$ cat config.mk
export PLATFORM = sky130hd
export DESIGN_NAME = fetch_stage
export DESIGN_NICKNAME = d
export VERILOG_FILES = /design/src/rtl/fetch_stage.sv
export SDC_FILE = /design/constraint.sdc
export NUM_CORES = 1
export LEC_CHECK = 0
export BUFFER_PORTS_ARGS = -buffer_cell sky130_fd_sc_hd__buf_4
export CORE_AREA = 2 2 141 143
export DETAILED_ROUTE_END_ITERATION = 7
export DIE_AREA = 0 0 143 145
export GPL_ROUTABILITY_DRIVEN = 0
export PLACE_DENSITY = 0.76
export SLEW_MARGIN = 15
export SYNTH_ARGS = -nofsm -noshare
export SYNTH_HDL_FRONTEND = slang
export SYNTH_SLANG_ARGS = --single-unit
$ cat constraint.sdc
create_clock -name clk -period 3.8 [get_ports clk]
set_clock_uncertainty 0.1 [all_clocks]
set_input_delay 0.19 -clock clk [delete_from_list [all_inputs] [get_ports clk]]
set_output_delay 0.19 -clock clk [all_outputs]
set_load 0.02 [all_outputs]
$ cat src/rtl/fetch_stage.sv
// Instruction fetch stage: owns the fetch PC, keeps at most one request in flight to
// instruction memory, and buffers returned {pc, instr} pairs in a 2-entry queue for decode.
module fetch_stage #(
    parameter int unsigned             ADDR_WIDTH  = 32,
    parameter int unsigned             INSTR_WIDTH = 32,
    parameter logic [ADDR_WIDTH-1:0]   RESET_PC    = 32'h0000_0000,
    parameter logic [INSTR_WIDTH-1:0]  NOP_INSTR   = 32'h0000_0013
) (
    input  logic                    clk,
    input  logic                    rst_n,
    output logic                    imem_req_o,
    output logic [ADDR_WIDTH-1:0]   imem_addr_o,
    input  logic                    imem_rvalid_i,
    input  logic [INSTR_WIDTH-1:0]  imem_rdata_i,
    input  logic                    redirect_i,
    input  logic [ADDR_WIDTH-1:0]   redirect_pc_i,
    output logic                    valid_o,
    input  logic                    ready_i,
    output logic [INSTR_WIDTH-1:0]  instr_o,
    output logic [ADDR_WIDTH-1:0]   pc_o,
    output logic [ADDR_WIDTH-1:0]   pc_plus4_o
);

    localparam int unsigned DEPTH = 2;

    typedef enum logic [1:0] {
        ST_RUN   = 2'd0,
        ST_WAIT  = 2'd1,
        ST_DRAIN = 2'd2
    } state_e;

    state_e                 state_q, state_d;
    logic [ADDR_WIDTH-1:0]  fetch_pc_q, fetch_pc_d;
    logic [ADDR_WIDTH-1:0]  req_pc_q, req_pc_d;
    logic [1:0]             count_q, count_d;
    logic                   head_q, head_d;

    logic [ADDR_WIDTH-1:0]  q_pc_q    [DEPTH];
    logic [INSTR_WIDTH-1:0] q_instr_q [DEPTH];

    logic                   queue_valid;
    logic                   pop;
    logic                   rsp_wait;
    logic                   push;
    logic                   issue;
    logic                   tail;
    logic [1:0]             post_count;
    logic [ADDR_WIDTH-1:0]  redirect_aligned;

    // Handshake and occupancy bookkeeping shared by the FSM and the queue.
    always_comb begin
        queue_valid      = (count_q != 2'd0);
        pop              = queue_valid && ready_i;
        rsp_wait         = (state_q == ST_WAIT) && imem_rvalid_i;
        push             = rsp_wait && !redirect_i;
        post_count       = count_q + {1'b0, push} - {1'b0, pop};
        // A push only ever happens with at most one entry held, so the tail is head^count[0].
        tail             = head_q ^ count_q[0];
        redirect_aligned = redirect_pc_i & ~ADDR_WIDTH'(3);
        issue            = rst_n && !redirect_i &&
                           (((state_q == ST_RUN) && (count_q <= 2'd1)) ||
                            (rsp_wait && (post_count <= 2'd1)));
    end

    // Next-state logic; a redirect overrides every other update in its cycle.
    always_comb begin
        state_d    = state_q;
        fetch_pc_d = fetch_pc_q;
        req_pc_d   = req_pc_q;
        count_d    = count_q;
        head_d     = head_q;

        if (redirect_i) begin
            count_d    = 2'd0;
            fetch_pc_d = redirect_aligned;
            unique case (state_q)
                ST_WAIT:  state_d = imem_rvalid_i ? ST_RUN : ST_DRAIN;
                ST_DRAIN: state_d = imem_rvalid_i ? ST_RUN : ST_DRAIN;
                default:  state_d = ST_RUN;
            endcase
        end else begin
            count_d = post_count;
            if (pop) begin
                head_d = ~head_q;
            end

            unique case (state_q)
                ST_RUN: begin
                    if (issue) begin
                        state_d = ST_WAIT;
                    end
                end
                ST_WAIT: begin
                    if (imem_rvalid_i) begin
                        state_d = issue ? ST_WAIT : ST_RUN;
                    end
                end
                ST_DRAIN: begin
                    if (imem_rvalid_i) begin
                        state_d = ST_RUN;
                    end
                end
                default: state_d = ST_RUN;
            endcase

            if (issue) begin
                fetch_pc_d = fetch_pc_q + ADDR_WIDTH'(4);
                req_pc_d   = fetch_pc_q;
            end
        end
    end

    always_ff @(posedge clk or negedge rst_n) begin
        if (!rst_n) begin
            state_q    <= ST_RUN;
            fetch_pc_q <= RESET_PC;
            req_pc_q   <= '0;
            count_q    <= 2'd0;
            head_q     <= 1'b0;
        end else begin
            state_q    <= state_d;
            fetch_pc_q <= fetch_pc_d;
            req_pc_q   <= req_pc_d;
            count_q    <= count_d;
            head_q     <= head_d;
        end
    end

    // Queue entries: each slot captures the returning response when it is the tail.
    generate
        for (genvar gi = 0; gi < DEPTH; gi++) begin : g_entry
            logic                   entry_we;
            logic [ADDR_WIDTH-1:0]  entry_pc_d;
            logic [INSTR_WIDTH-1:0] entry_instr_d;

            always_comb begin
                entry_we      = push && (tail == 1'(gi));
                entry_pc_d    = q_pc_q[gi];
                entry_instr_d = q_instr_q[gi];
                if (entry_we) begin
                    entry_pc_d    = req_pc_q;
                    entry_instr_d = imem_rdata_i;
                end
            end

            always_ff @(posedge clk or negedge rst_n) begin
                if (!rst_n) begin
                    q_pc_q[gi]    <= '0;
                    q_instr_q[gi] <= '0;
                end else begin
                    q_pc_q[gi]    <= entry_pc_d;
                    q_instr_q[gi] <= entry_instr_d;
                end
            end
        end
    endgenerate

    always_comb begin
        imem_req_o  = issue;
        imem_addr_o = fetch_pc_q;
        valid_o     = queue_valid;
        instr_o     = queue_valid ? q_instr_q[head_q] : NOP_INSTR;
        pc_o        = queue_valid ? q_pc_q[head_q] : '0;
        pc_plus4_o  = pc_o + ADDR_WIDTH'(4);
    end

endmodule

# Word level (Yosys, flattened, before mapping)
# Index checks and enable logic that the tools add are counted.
[classes]
add_sub_neg = 4
order_cmp = 3
n_eq_ne = 5
muxes = 19
n_bitwise = 5
reduce_logical = 18
[ops]
columns = ["op", "n"]
rows = [
  ["32-bit two-way mux", 10],
  ["32-bit by 3-bit adder with 32-bit output, second input constant", 2],
  ["2-bit two-way mux", 7],
  ["1-bit logical AND", 9],
  ["3-bit inequality test, second input constant", 3],
  ["2-bit case mux with 3 select lines", 1],
  ["2-bit by 1-bit less-or-equal comparator with 1-bit output, second input constant", 2],
  ["2-bit AND reduction", 2],
  ["2-bit nonzero test", 2],
  ["1-bit NOT", 3],
  ["3-bit AND reduction", 1],
  ["2-bit by 1-bit adder with 2-bit output", 1],
  ["2-bit by 1-bit equality test with 1-bit output, second input constant", 1],
  ["2-bit equality test, second input constant", 1],
  ["2-bit greater-or-equal comparator, second input constant", 1],
  ["2-bit zero test", 1],
  ["1-bit NOT with 2-bit output", 1],
  ["2-bit OR reduction", 1],
  ["2-bit by 1-bit subtractor with 2-bit output", 1],
  ["1-bit zero test", 1],
  ["1-bit logical OR", 1],
  ["1-bit two-way mux", 1],
  ["1-bit XOR", 1],
]
[word_totals]
regBits = 197
out_inout_bits = 130
word_cells = 63

# Depth between registers and ports, before layout
# Gate-level depths: netlist of the first run.
[logic_depth]
word_depth = 13
ltp_mapped = 13
ltp_nobuf = 11

# Worst setup path after synthesis of the first run
# Ideal clock, no wire load.
[synth_timing]
path_kind = "reg-to-output"
from = "reg head_q"
to = "out pc_plus4_o[22]"
arrival_time_ns = 3.528
required_time_ns = 3.510
slack_ns = -0.018
path_stages_with_launch = 13
path_buffers = 5
cell_sequence = "dfrtp_1 > buf_4 > buf_2 > buf_2 > buf_2 > buf_2 > mux2i_1 > nor2_1 > ha_1 > nor4b_1 > nand4_1 > nor4_1 > xor2_1"
[synth_between]
elab_chain_cells = 6
[synth_lines]
columns = ["element", "line", "source"]
rows = [
  ["start: declaration", "36", "logic head_q, head_d;"],
  ["start signal: assignment", "119", "head_q <= 1'b0;"],
  ["start signal: assignment", "125", "head_q <= head_d;"],
  ["1-bit NOT with 2-bit output (not written as such)", "163", "pc_o = queue_valid ? q_pc_q[head_q] : '0;"],
  ["32-bit two-way mux (not written as such) (3 in a row)", "163", ""],
  ["32-bit two-way mux", "163", ""],
  ["via pc_o[3]", "20", "output logic [ADDR_WIDTH-1:0] pc_o,"],
  ["32-bit by 3-bit adder with 32-bit output", "164", "pc_plus4_o = pc_o + ADDR_WIDTH'(4);"],
  ["end: declaration", "21", "output logic [ADDR_WIDTH-1:0] pc_plus4_o"],
]
# The timed path passes the listed nets, and every way through them passes these cells. The select of a mux whose other input is x is not followed.

# Worst setup path in the final report of the first run
[layout_timing]
from = "reg state_q[1]"
to = "reg fetch_pc_q[8] (netlist: imem_addr_o[8])"
[layout_between]
elab_chain_cells = 10
elab_cells_between_ends = 12
classes_between = "2 x add/sub; 1 x order compare; 1 x eq/ne; 8 x reduce/logical"
[layout_lines]
columns = ["element", "line", "source"]
rows = [
  ["start: declaration", "32", "state_e state_q, state_d;"],
  ["start signal: assignment", "121", "state_q <= state_d;"],
  ["2-bit by 1-bit equality test with 1-bit output", "54", "rsp_wait = (state_q == ST_WAIT) && imem_rvalid_i;"],
  ["1-bit logical AND", "54", ""],
  ["1-bit logical AND", "55", "push = rsp_wait && !redirect_i;"],
  ["2-bit by 1-bit adder with 2-bit output", "56", "post_count = count_q + {1'b0, push} - {1'b0, pop};"],
  ["2-bit by 1-bit subtractor with 2-bit output", "56", ""],
  ["2-bit by 1-bit less-or-equal comparator with 1-bit output", "62", "(rsp_wait && (post_count <= 2'd1)));"],
  ["1-bit logical AND", "62", ""],
  ["1-bit logical OR (*)", "61", "(((state_q == ST_RUN) && (count_q <= 2'd1)) ||"],
  ["1-bit logical AND (*)", "60", "issue = rst_n && !redirect_i &&"],
  ["2-bit nonzero test (no source line) (*)", "-", ""],
  ["end signal: assignment", "122", "fetch_pc_q <= fetch_pc_d;"],
  ["end: declaration", "33", "logic [ADDR_WIDTH-1:0] fetch_pc_q, fetch_pc_d;"],
]
# Every way passes the cells marked *; elsewhere a longest branch is shown, timed or not.
# A chain may end at the register's enable or synchronous reset.

==> out/metrics.yaml, run 1 <==
vdd_drop_max_mv: 0.395
outcome: "finished, final reports clean"
final_layout_size_suffix_gt1_frac: 0.372
worstPathArrival_ps: 3800
final-seq-area_um2: 4730
crit_path_top_delay_cell: "sky130_fd_sc_hd__a311oi_1"
synth_seq_cells: 189
critPathRequiredTime_ps: 4010
leakagePower_nw: 5.69
htreeDepth: 4
boundaryPins: 199
final_nets: 1159
clockBufferDepth: 2
period_share: 0.945
avgRoutedWirePerCell_um: 17.1
startpoint_type: "register"
worst_path_buf_inv: 3
place_ws_ps: 307
die_footprint_um2: 20700
drt-initial-drc-count: 464
yosysUniqueCellTypes: 47
power_per_cell_area_nw_per_um2: 752
antennaDiodeCount: 0
normalized_max_slew_margin: 0.379
final.setup.worst_slack_ps: 211
globalRouteTotalUtil: 0.226
yosys_most_used_dff: "sky130_fd_sc_hd__dfrtp_1"
clockRootBuffer: "sky130_fd_sc_hd__clkbuf_16"
edff_count_synth: 0
first_pass_iters: 5
layout.filler_cells: 1449
max_slew.worst_pin.slew_ps: 931
core_area_um2: 19200
post-place-cells: 1254
post_dp_hpwl_mm: 15.5
vias_per_cell: 5.40
worst_skew_pair.late_latency_ps: 430
numCtsBuffers: 17
first_global_vias: 7360
most_frequent_cell_on_the_critical_path: "sky130_fd_sc_hd__ha_1"
synth_top_area_share: 0.501
clk_pin_slew_ps: 70
path_cells: "inv_1 > ha_1 > nand3_1 > ha_1 > inv_1 > ha_1 > xnor2_2 > a311oi_1 > or4_4 > xnor2_1 > o21ai_0 > dlygate4sd3_1"
critical_path.max_stage_delay_ps: 650
max_freq_mhz: 279
globalRoute.totalOverflow: 0
initial_utilization: 0.492
fp.dieW_um: 143
areaGrowthSynthToFinish_pct: 32.9
period_minus_slack_ps: 3590
drtAntennaViolNets: 0
power_total_w: 0.00944
critPathMaxFanout: 21
final-hold-violation-count: 0
post-route-util: 0.654
synth-warning-count: 0
synth.cell_area_um2: 9450
cts.sink_count: 189
timing.final.setup_violations: 0
cts_tree: "done"
avgSynthCellArea_um2: 11.4
yosys-top-cells-area: "sky130_fd_sc_hd__dfrtp_1 (50%), sky130_fd_sc_hd__mux2_2 (18%), sky130_fd_sc_hd__mux2i_1 (6.5%)"
fp-row-count: 51
min-delay-path-class: "in -> reg"
count_of_non_filler_cells_in_the_finished_layout: 1361
synth_async_sr_flop_share: 1.00
grt_pass1_wl_mm: 37.3
worstSetupEndpointType: "register"
synth_top_area_cell: "sky130_fd_sc_hd__dfrtp_1"
crit_family: "adder cells"
critical_path_class: "reg -> reg"
synthesized_netlist_cell_count: 827
die-height_um: 145
fin_tns_setup_ps: 0
route.final.wire_length_mm: 23.3
antenna_found_initial: 0
io_buffer_count: 190
max_cap_violations: 0
finalMaxSlewViolations: 0
num_vias: 7346
grt_start_max_net_pins: 77
drt_drc_violations_left: 0
multiInputGateArea_um2: 4470
seq_area_frac_synth: 0.501
## flip-flops by register name, indices dropped and copies added (netlist names)
register and cells:
q_instr_q 64, q_pc_q 60, imem_addr_o 30, req_pc_q 30
count_q 2, state_q 2, head_q 1
## power by group
part | switching, W | internal (W) | total, W
clock network | 0.000791 | 0.00107 | 0.00186
logic | 0.00206 | 0.00196 | 0.00403
registers | 0.000680 | 0.00287 | 0.00355
total | 0.00354 | 0.00590 | 0.00944
## final timing paths
| kind | from | end | slack (ps) | cells past startpoint |
|---|---|---|---|---|
| setup / recovery | state_q[1] | imem_addr_o[8] | 210 | 12 |
| hold / removal | imem_rvalid_i | state_q[1] | 40 | 3 |
| setup reg to reg | state_q[1] | imem_addr_o[8] | 210 | 12 |
| hold reg to reg | q_pc_q[54] | q_pc_q[54] | 400 | 1 |
| max in group asynchronous | rst_n | head_q | 2090 | 3 |
| min in group asynchronous | rst_n | imem_addr_o[19] | 150 | 2 |
## area by class of cell
| type | instances | share of cell area |
|---|---|---|
| Clock buffer | 19 | 0.0353 |
| Inverter | 18 | 0.00538 |
| Tap cell | 265 | 0.0264 |
| Timing Repair Buffer | 282 | 0.186 |
| Sequential cell | 189 | 0.377 |
| Multi-Input combinational cell | 575 | 0.356 |
| Clock inverter | 13 | 0.0142 |
## stage by stage
step | hold WS, ps | area, um2
3_5_place_dp | 44.4 | 11200
5_1_grt | 60.8 | 12600
6_report | 42.3 | 12600
3_3_place_gp | 46.8 | 11200
4_1_cts | 25.3 | 12500
2_1_floorplan | -206 | 9470
## synthesized netlist by cell type (all sizes together) (3+ instances only)
| master | count |
|---|---|
| clkbuf | 27 |
| nor2 | 92 |
| buf | 23 |
| ha | 7 |
| a31oi | 23 |
| or4 | 18 |
| and2 | 5 |
| nand3b | 6 |
| nand4 | 10 |
| nor2b | 3 |
| inv | 17 |
| nor4b | 3 |
| o21ai | 21 |
| nor4 | 10 |
| nor3 | 12 |
| dfrtp | 189 |
| and4 | 3 |
| mux2i | 61 |
| nand2 | 40 |
| nand3 | 21 |
| o31ai | 13 |
| xnor2 | 13 |
| xor2 | 23 |
| or3 | 13 |
| mux2 | 155 |
| a211oi | 4 |
## worst reg2reg max path, stage by stage (launching register included)
cell and delay (ps):
sky130_fd_sc_hd__dfrtp_1 400, sky130_fd_sc_hd__inv_1 90, sky130_fd_sc_hd__ha_1 240, sky130_fd_sc_hd__nand3_1 130, sky130_fd_sc_hd__ha_1 290, sky130_fd_sc_hd__inv_1 40
sky130_fd_sc_hd__ha_1 200, sky130_fd_sc_hd__xnor2_2 180, sky130_fd_sc_hd__a311oi_1 650, sky130_fd_sc_hd__or4_4 390, sky130_fd_sc_hd__xnor2_1 150, sky130_fd_sc_hd__o21ai_0 80
sky130_fd_sc_hd__dlygate4sd3_1 550
## cell families (layout without fill, tap and decap cells)
family | Yosys count | count (layout) | synth area share
flops | 189 | 189 | 0.501
mux | 216 | 216 | 0.249
fa+ha+maj | 7 | 7 | 0.00927
other cells | 1 | 6 | 0.000397
xor+xnor | 36 | 36 | 0.0342
simple gates | 239 | 239 | 0.126
buf+inv | 68 | 332 | 0.0313
compound gates | 71 | 71 | 0.0489
## what timing repair did
action,CTS,global route
endpoints found under the hold margin,137,0
buffers inserted,0,2
resized for setup,0,1
hold buffers,73,0
setup endpoints to repair,0,5
## placed cells by master (no fill, tap or decap), drive strengths merged, types with 18 or more instances in the layout
master	Yosys	layout
buf	23	208
mux2	155	155
or4	18	18
xor2	23	23
o21ai	21	21
nor2	92	92
inv	17	24
mux2i	61	61
a31oi	23	23
clkbuf	27	20
dfrtp	189	189
nand2	40	40
dlygate4sd3	0	73
nand3	21	21
## layer usage
| metal | up-vias | GRT usage | share of wire |
|---|---|---|---|
| li1 | 3481 | - | - |
| met1 | 3607 | 0.317 | 0.45 |
| met2 | 227 | 0.359 | 0.48 |
| met3 | 31 | 0.0360 | 0.051 |
| met4 | 0 | 0.0748 | 0.018 |
| met5 | - | 0 | 0 |
(Power assumes the default switching activity.)
==> inputs of run 2 (changes only) <==
- ABC_AREA: default -> 1
- CORE_AREA: 2 2 141 143 -> 2 2 147 149
- DIE_AREA: 0 0 143 145 -> 0 0 149 151
- PLACE_DENSITY: 0.76 -> 0.73
- clock period: 3.8 -> 4.6 ns (I/O delays scaled with it)
==> run 2 against run 1 <==
Clock-buffer cell count unchanged; register-to-register slack gained 1300 ps; utilization is 2.9 points lower; clock power shrank 23%; power down 26%; via count up 31%; critical path type is now reg -> out.
==> out/metrics.yaml, run 2 <==
leakagePower_nw: 6.68  # +17%
min-delay-path-class: "in -> reg"
drt_drc_violations_left: 0  # unchanged
max_freq_mhz: 298
synth_async_sr_flop_share: 1.00  # unchanged
normalized_max_slew_margin: 0.343  # -0.0363
outcome: "finished, final reports clean"
first_global_vias: 8831  # +20%
synth_top_area_cell: "sky130_fd_sc_hd__dfrtp_1"
final.setup.worst_slack_ps: 1240  # +1030 ps
r2r-start: "state_q[1]"
critPathRequiredTime_ps: 4270  # +260 ps
vdd_drop_max_mv: 0.291  # -26%
post_dp_hpwl_mm: 18.5  # +19%
clockBufferDepth: 2  # unchanged
yosys-top-cells-count: "sky130_fd_sc_hd__nand2_1 (547), sky130_fd_sc_hd__dfrtp_1 (189), sky130_fd_sc_hd__o21ai_0 (145)"
fin_tns_setup_ps: 0  # unchanged
post-route-util: 0.625  # -0.0290
worst_r2r_path_depth: 14  # +2
clockRootBuffer: "sky130_fd_sc_hd__clkbuf_16"
clk_pin_slew_ps: 70  # about the same
final-hold-violation-count: 0  # unchanged
grt_pass1_wl_mm: 43.2  # +16%
antenna_found_initial: 0  # unchanged
placedInstanceArea_um2: 11800  # +5.8%
holdWs_ps: 35.7  # -6.61 ps
worst_skew_pair.late_latency_ps: 430  # about the same
critical_path_class: "reg -> out"
numCtsBuffers: 17  # unchanged
worstPathArrival_ps: 3030  # -770 ps
yosysUniqueCellTypes: 34  # -28%
top_count_cell_post_synth: "sky130_fd_sc_hd__nand2_1"
power_per_cell_area_nw_per_um2: 537  # -29%
boundaryPins: 199  # unchanged
mostFrequentLayoutCell: "sky130_fd_sc_hd__nand2_1"
first_pass_iters: 5  # unchanged
hp-start: "redirect_pc_i[3]"
period_share: 0.730
reg2reg_to: "imem_addr_o[10]"
cts_tree: "done"
die-height_um: 151  # +4.1%
critPathMaxFanout: 14  # -33%
cts.sink_count: 189  # unchanged
yosys_most_used_dff: "sky130_fd_sc_hd__dfrtp_1"
min_to: "imem_addr_o[3]"
globalRoute.totalOverflow: 0  # unchanged
timing.final.setup_violations: 0  # unchanged
finalMaxSlewViolations: 0  # unchanged
reg.largest.list: "q_instr_q (64), q_pc_q (60)"
avgSynthCellArea_um2: 7.26  # -36%
areaGrowthSynthToFinish_pct: 25.7
grt_start_max_net_pins: 125  # +62%
mostFrequentLayoutCells: "sky130_fd_sc_hd__nand2_1 (546), sky130_fd_sc_hd__buf_4 (199), sky130_fd_sc_hd__dfrtp_1 (188)"
synth_top_area_share: 0.457  # -0.0435
max_slew.worst_pin.slew_ps: 985  # +54.4 ps
seq_area_frac_synth: 0.457  # -0.0435
worstSetupEndpointType: "primary output"
registers.top_by_ff_count: "q_instr_q"
initial_utilization: 0.497  # +0.00506
finish.instance_area_um2: 13000  # +3.6%
fp.dieW_um: 149  # +4.2%
r2r_setup_slack_ps: 1540  # +1330 ps
largest_register_ffs: 64  # unchanged
setup_repair_after_global_routing_missed_its_margin: "no"
place_ws_ps: 1540  # +1230 ps
core_area_um2: 20800  # +8.4%
max_cap_violations: 0  # unchanged
avgRoutedWirePerCell_um: 13.8  # -19%
final_nets: 1719  # +48%
fp-row-count: 53  # +3.9%
die_footprint_um2: 22500  # +8.5%
synthesized_netlist_cell_count: 1425  # +72%
synth.cell_area_um2: 10300  # +9.5%
drtAntennaViolNets: 0  # unchanged
num_vias: 9645  # +31%
period_minus_slack_ps: 3360
edff_count_synth: 0  # unchanged
route.final.wire_length_mm: 26.6  # +14%
globalRouteTotalUtil: 0.240  # +0.0144
yosys-top-cells-area: "sky130_fd_sc_hd__dfrtp_1 (46%), sky130_fd_sc_hd__nand2_1 (20%), sky130_fd_sc_hd__o21ai_0 (7.0%)"
antennaDiodeCount: 0  # unchanged
final_layout_size_suffix_gt1_frac: 0.178  # -0.194
htreeDepth: 4  # unchanged
io_buffer_count: 190  # unchanged
synth-warning-count: 0  # unchanged
min_delay_path_depth: 5  # +2
vias_per_cell: 4.99  # -7.5%
drt-initial-drc-count: 689  # +48%
startpoint_type: "register"
synth_seq_cells: 189  # unchanged
[run 2: timing repair]
action                                 in CTS  in global routing
buffers inserted                            0                  0
gates resized for setup                     0                  0
hold buffers                               61                  0
endpoints found under the hold margin     156                  0
[run 2: worst max-delay path, cell delays in order, from the launching register on]
cell                      delay, ps
sky130_fd_sc_hd__dfrtp_1        390
sky130_fd_sc_hd__inv_1           80
sky130_fd_sc_hd__ha_1           180
sky130_fd_sc_hd__nand2_1         80
sky130_fd_sc_hd__nor2_1         210
sky130_fd_sc_hd__inv_1           90
sky130_fd_sc_hd__ha_1           280
sky130_fd_sc_hd__inv_1           30
sky130_fd_sc_hd__ha_1           180
sky130_fd_sc_hd__nand3_1        100
sky130_fd_sc_hd__nand3_1        130
sky130_fd_sc_hd__a21oi_2        580
sky130_fd_sc_hd__buf_4          270
[run 2: logic make-up after synthesis]
group | count (synthesis) | share of synthesized area
AO/OA/AOI/OAI | 199 | 0.0977
XOR/XNOR | 32 | 0.0271
adder cells (fa/ha/maj) | 7 | 0.00847
buffers and inverters | 225 | 0.0993
flip-flops | 189 | 0.457
other | 1 | 0.000362
AND/OR/NAND/NOR | 772 | 0.310
[run 2: worst max-delay path by stage]
stage	from	endpoint	slack [ps]	cells after the start
5_1_grt	state_q[1]	imem_req_o	990	12
6_report	state_q[1]	imem_req_o	1240	12
4_1_cts	state_q[1]	imem_req_o	1210	12
3_5_place_dp	state_q[1]	imem_addr_o[10]	1540	14
3_3_place_gp	count_q[0]	imem_addr_o[9]	1620	11
2_1_floorplan	head_q	pc_plus4_o[18]	2250	10
[run 2: cell type report]
class / instances / area, um2
inverters: 157 / 604
repair buffers: 262 / 2140
fillers: 1935 / 7820
flip-flops and latches: 189 / 4730
clock buffers: 19 / 443
well taps: 275 / 344
clock inverters: 13 / 128
multi-input cells: 1016 / 4620
[run 2: power breakdown]
group / leakage, nW / switching [W] / internal [W] / total (W)
logic: 3.97 / 0.00181 / 0.000982 / 0.00279
registers: 2.44 / 0.000464 / 0.00230 / 0.00276
clock network: 0.272 / 0.000655 / 0.000772 / 0.00143
total: 6.68 / 0.00293 / 0.00405 / 0.00698
[run 2: through the flow]
| step | total power (W) | instances |
|---|---|---|
| finish | 0.00698 | 1931 |
| global route | 0.00749 | 1931 |
| CTS | 0.00702 | 1931 |
| detailed placement | 0.00554 | 1838 |
| global placement | 0.00547 | 1838 |
| floorplan | 0.00461 | 1430 |
[run 2: routing by layer]
layer  vias up  track usage  routed length [um]
met4         0       0.0681                 475
met5         -            0                   0
met2       315        0.380               12100
met1      4450        0.351               12400
met3        42       0.0292                1590
li1       4838            -                   -
==> inputs of run 3 (changes only) <==
- PLACE_DENSITY: 0.73 -> 0.76
- clock period: 4.6 -> 2.9 ns (I/O delays scaled with it)
==> run 3 against run 2 <==
Utilization rose by 1.7 points; cell count rose by 0.88%; power rose by 65%; setup slack got worse by 1100 ps; clock-buffer cell count rose by 4; critical path depth rose by 1; first-iteration DRC count rose by 31%; largest power group unchanged.
==> out/metrics.yaml, run 3 (synthesis gave the netlist of run 2 again) <==
outcome: "finished, final reports clean"
worstPathArrival_ps: 2500  # -530 ps
clk_pin_slew_ps: 60  # about the same
cts_tree: "done"
worstSetupEndpointType: "primary output"
min_delay_path_depth: 2  # -3
r2r_setup_slack_ps: 270  # -1270 ps
registers.top_by_ff_count: "q_instr_q"
first_pass_iters: 7  # +2
period_share: 0.948
die_footprint_um2: 22500  # unchanged
switching_share: 0.411  # -0.00840
boundaryPins: 199  # unchanged
clockBufferDepth: 2  # unchanged
mostFrequentLayoutCells: "sky130_fd_sc_hd__nand2_1 (544), sky130_fd_sc_hd__buf_4 (204), sky130_fd_sc_hd__dfrtp_1 (188)"
power_frac_clock: 0.208  # +0.004
grt_start_max_net_pins: 190  # +52%
numCtsBuffers: 17  # unchanged
setup_repair_after_global_routing_missed_its_margin: "no"
vias_per_cell: 5.09  # +2.0%
htreeDepth: 4  # unchanged
final-hold-violation-count: 0  # unchanged
critPathRequiredTime_ps: 2650  # -1620 ps
min-delay-path-class: "in -> reg"
timing.final.setup_violations: 0  # unchanged
min_to: "count_q[0]"
switchingPower_w: 0.00474  # +62%
critPathMaxFanout: 10  # -4
globalRouteTotalUtil: 0.251  # +0.0109
io_buffer_count: 190  # unchanged
drt_drc_violations_left: 0  # unchanged
layout.filler_cells: 1825  # -5.7%
grt_pass1_wl_mm: 45.3  # +4.9%
reg.largest.list: "q_instr_q (64), q_pc_q (60)"
leakagePower_nw: 6.81  # +2.0%
core_area_um2: 20800  # unchanged
antenna_found_initial: 0  # unchanged
first_global_vias: 9193  # +4.1%
areaGrowthSynthToFinish_pct: 29.1
cts.sink_count: 189  # unchanged
largest_register_ffs: 64  # unchanged
power.internal_w: 0.00680  # +68%
max_cap_violations: 0  # unchanged
worst_r2r_path_depth: 13  # -1
antennaDiodeCount: 0  # unchanged
vdd_drop_max_mv: 0.486  # +67%
clockRootBuffer: "sky130_fd_sc_hd__clkbuf_16"
drtAntennaViolNets: 0  # unchanged
post_dp_hpwl_mm: 18.8  # +1.8%
reg2reg_to: "imem_addr_o[15]"
place_ws_ps: 96.6  # -1440 ps
num_vias: 9923  # +2.9%
normalized_max_slew_margin: 0.317  # -0.0267
r2r-start: "count_q[0]"
worst_skew_pair.late_latency_ps: 430  # about the same
mostFrequentLayoutCell: "sky130_fd_sc_hd__nand2_1"
globalRoute.totalOverflow: 0  # unchanged
die-height_um: 151  # unchanged
power_frac_seq: 0.380  # -0.016
critical_path_class: "reg -> out"
finalMaxSlewViolations: 0  # unchanged
final.setup.worst_slack_ps: 151  # -1090 ps
period_minus_slack_ps: 2750
hp-start: "redirect_i"
comb_power_share: 0.411  # +0.011
drt-initial-drc-count: 906  # +31%
avgRoutedWirePerCell_um: 14.3  # +3.8%
max_slew.worst_pin.slew_ps: 1030  # +40.0 ps
fp-row-count: 53  # unchanged
initial_utilization: 0.497  # unchanged
max_freq_mhz: 364
power_per_cell_area_nw_per_um2: 865  # +61%
multiInputGateArea_um2: 4670  # +1.1%
fp.dieW_um: 149  # unchanged
startpoint_type: "register"
route.final.wire_length_mm: 27.8  # +4.7%
final-seq-area_um2: 4730  # about the same
final_nets: 1736  # +0.99%
final_layout_size_suffix_gt1_frac: 0.188  # +0.00955
post-route-util: 0.641  # +0.0166
run 3: cell type report:
cell class              count  share of cell area
clock buffers              23              0.0358
flip-flops and latches    189               0.355
repair buffers            278               0.177
multi-input cells        1016               0.350
repair inverters            1            0.000843
well taps                 275              0.0258
inverters                 157              0.0465
clock inverters             9              0.0100
run 3: worst max path at each step:
stage / startpoint / end / depth (start not counted)
after CTS: head_q / pc_plus4_o[18] / 11
after detailed placement: state_q[1] / imem_addr_o[15] / 17
after global routing: head_q / pc_plus4_o[27] / 13
after floorplan: state_q[1] / imem_addr_o[22] / 17
final: state_q[1] / imem_req_o / 13
after global placement: state_q[1] / state_q[1] / 18
run 3: layer usage:
layer	vias up	GRT usage	wire [um]
li1	4881	-	-
met5	-	0	0
met3	50	0.0410	1650
met4	0	0.0862	640
met2	376	0.403	13100
met1	4616	0.349	12400
run 3: what timing repair did:
action                                  CTS  global route
endpoints found under the hold margin   285             0
resized for setup                         4            17
cloned                                    1             1
pin swaps                                 1             3
endpoints found under the setup margin    2            48
buffers inserted                          1             6
hold buffers                             65             0
run 3: worst max-delay path: stages (launching register included):
cell and delay (ps):
sky130_fd_sc_hd__dfrtp_1 400, sky130_fd_sc_hd__inv_2 90, sky130_fd_sc_hd__ha_4 140, sky130_fd_sc_hd__nand2_2 80, sky130_fd_sc_hd__nor2_4 120, sky130_fd_sc_hd__inv_1 70
sky130_fd_sc_hd__ha_1 270, sky130_fd_sc_hd__inv_1 40, sky130_fd_sc_hd__ha_1 180, sky130_fd_sc_hd__nand3_1 120, sky130_fd_sc_hd__nand3_2 120, sky130_fd_sc_hd__a21oi_4 170
sky130_fd_sc_hd__buf_12 150, sky130_fd_sc_hd__buf_4 140
run 3: through the flow:
stage	power, W	cells	cell area (um2)	TNS, ps	hold slack (ps)
finish	0.0115	1948	13400	0	40.1
detailed placement	0.00887	1842	11900	0	265
global route	0.0123	1948	13400	0	91.1
global placement	0.00872	1842	11900	0	266
floorplan	0.00731	1430	10400	0	-251
CTS	0.0114	1941	13200	-9.98	48.1
run 3: power by group through the flow:
stage	registers, W	logic [W]	clock network [W]
6_report	0.00439	0.00475	0.00241
4_1_cts	0.00436	0.00463	0.00244
5_1_grt	0.00452	0.00527	0.00255
3_3_place_gp	0.00435	0.00437	0
3_5_place_dp	0.00439	0.00448	0
2_1_floorplan	0.00431	0.00300	0
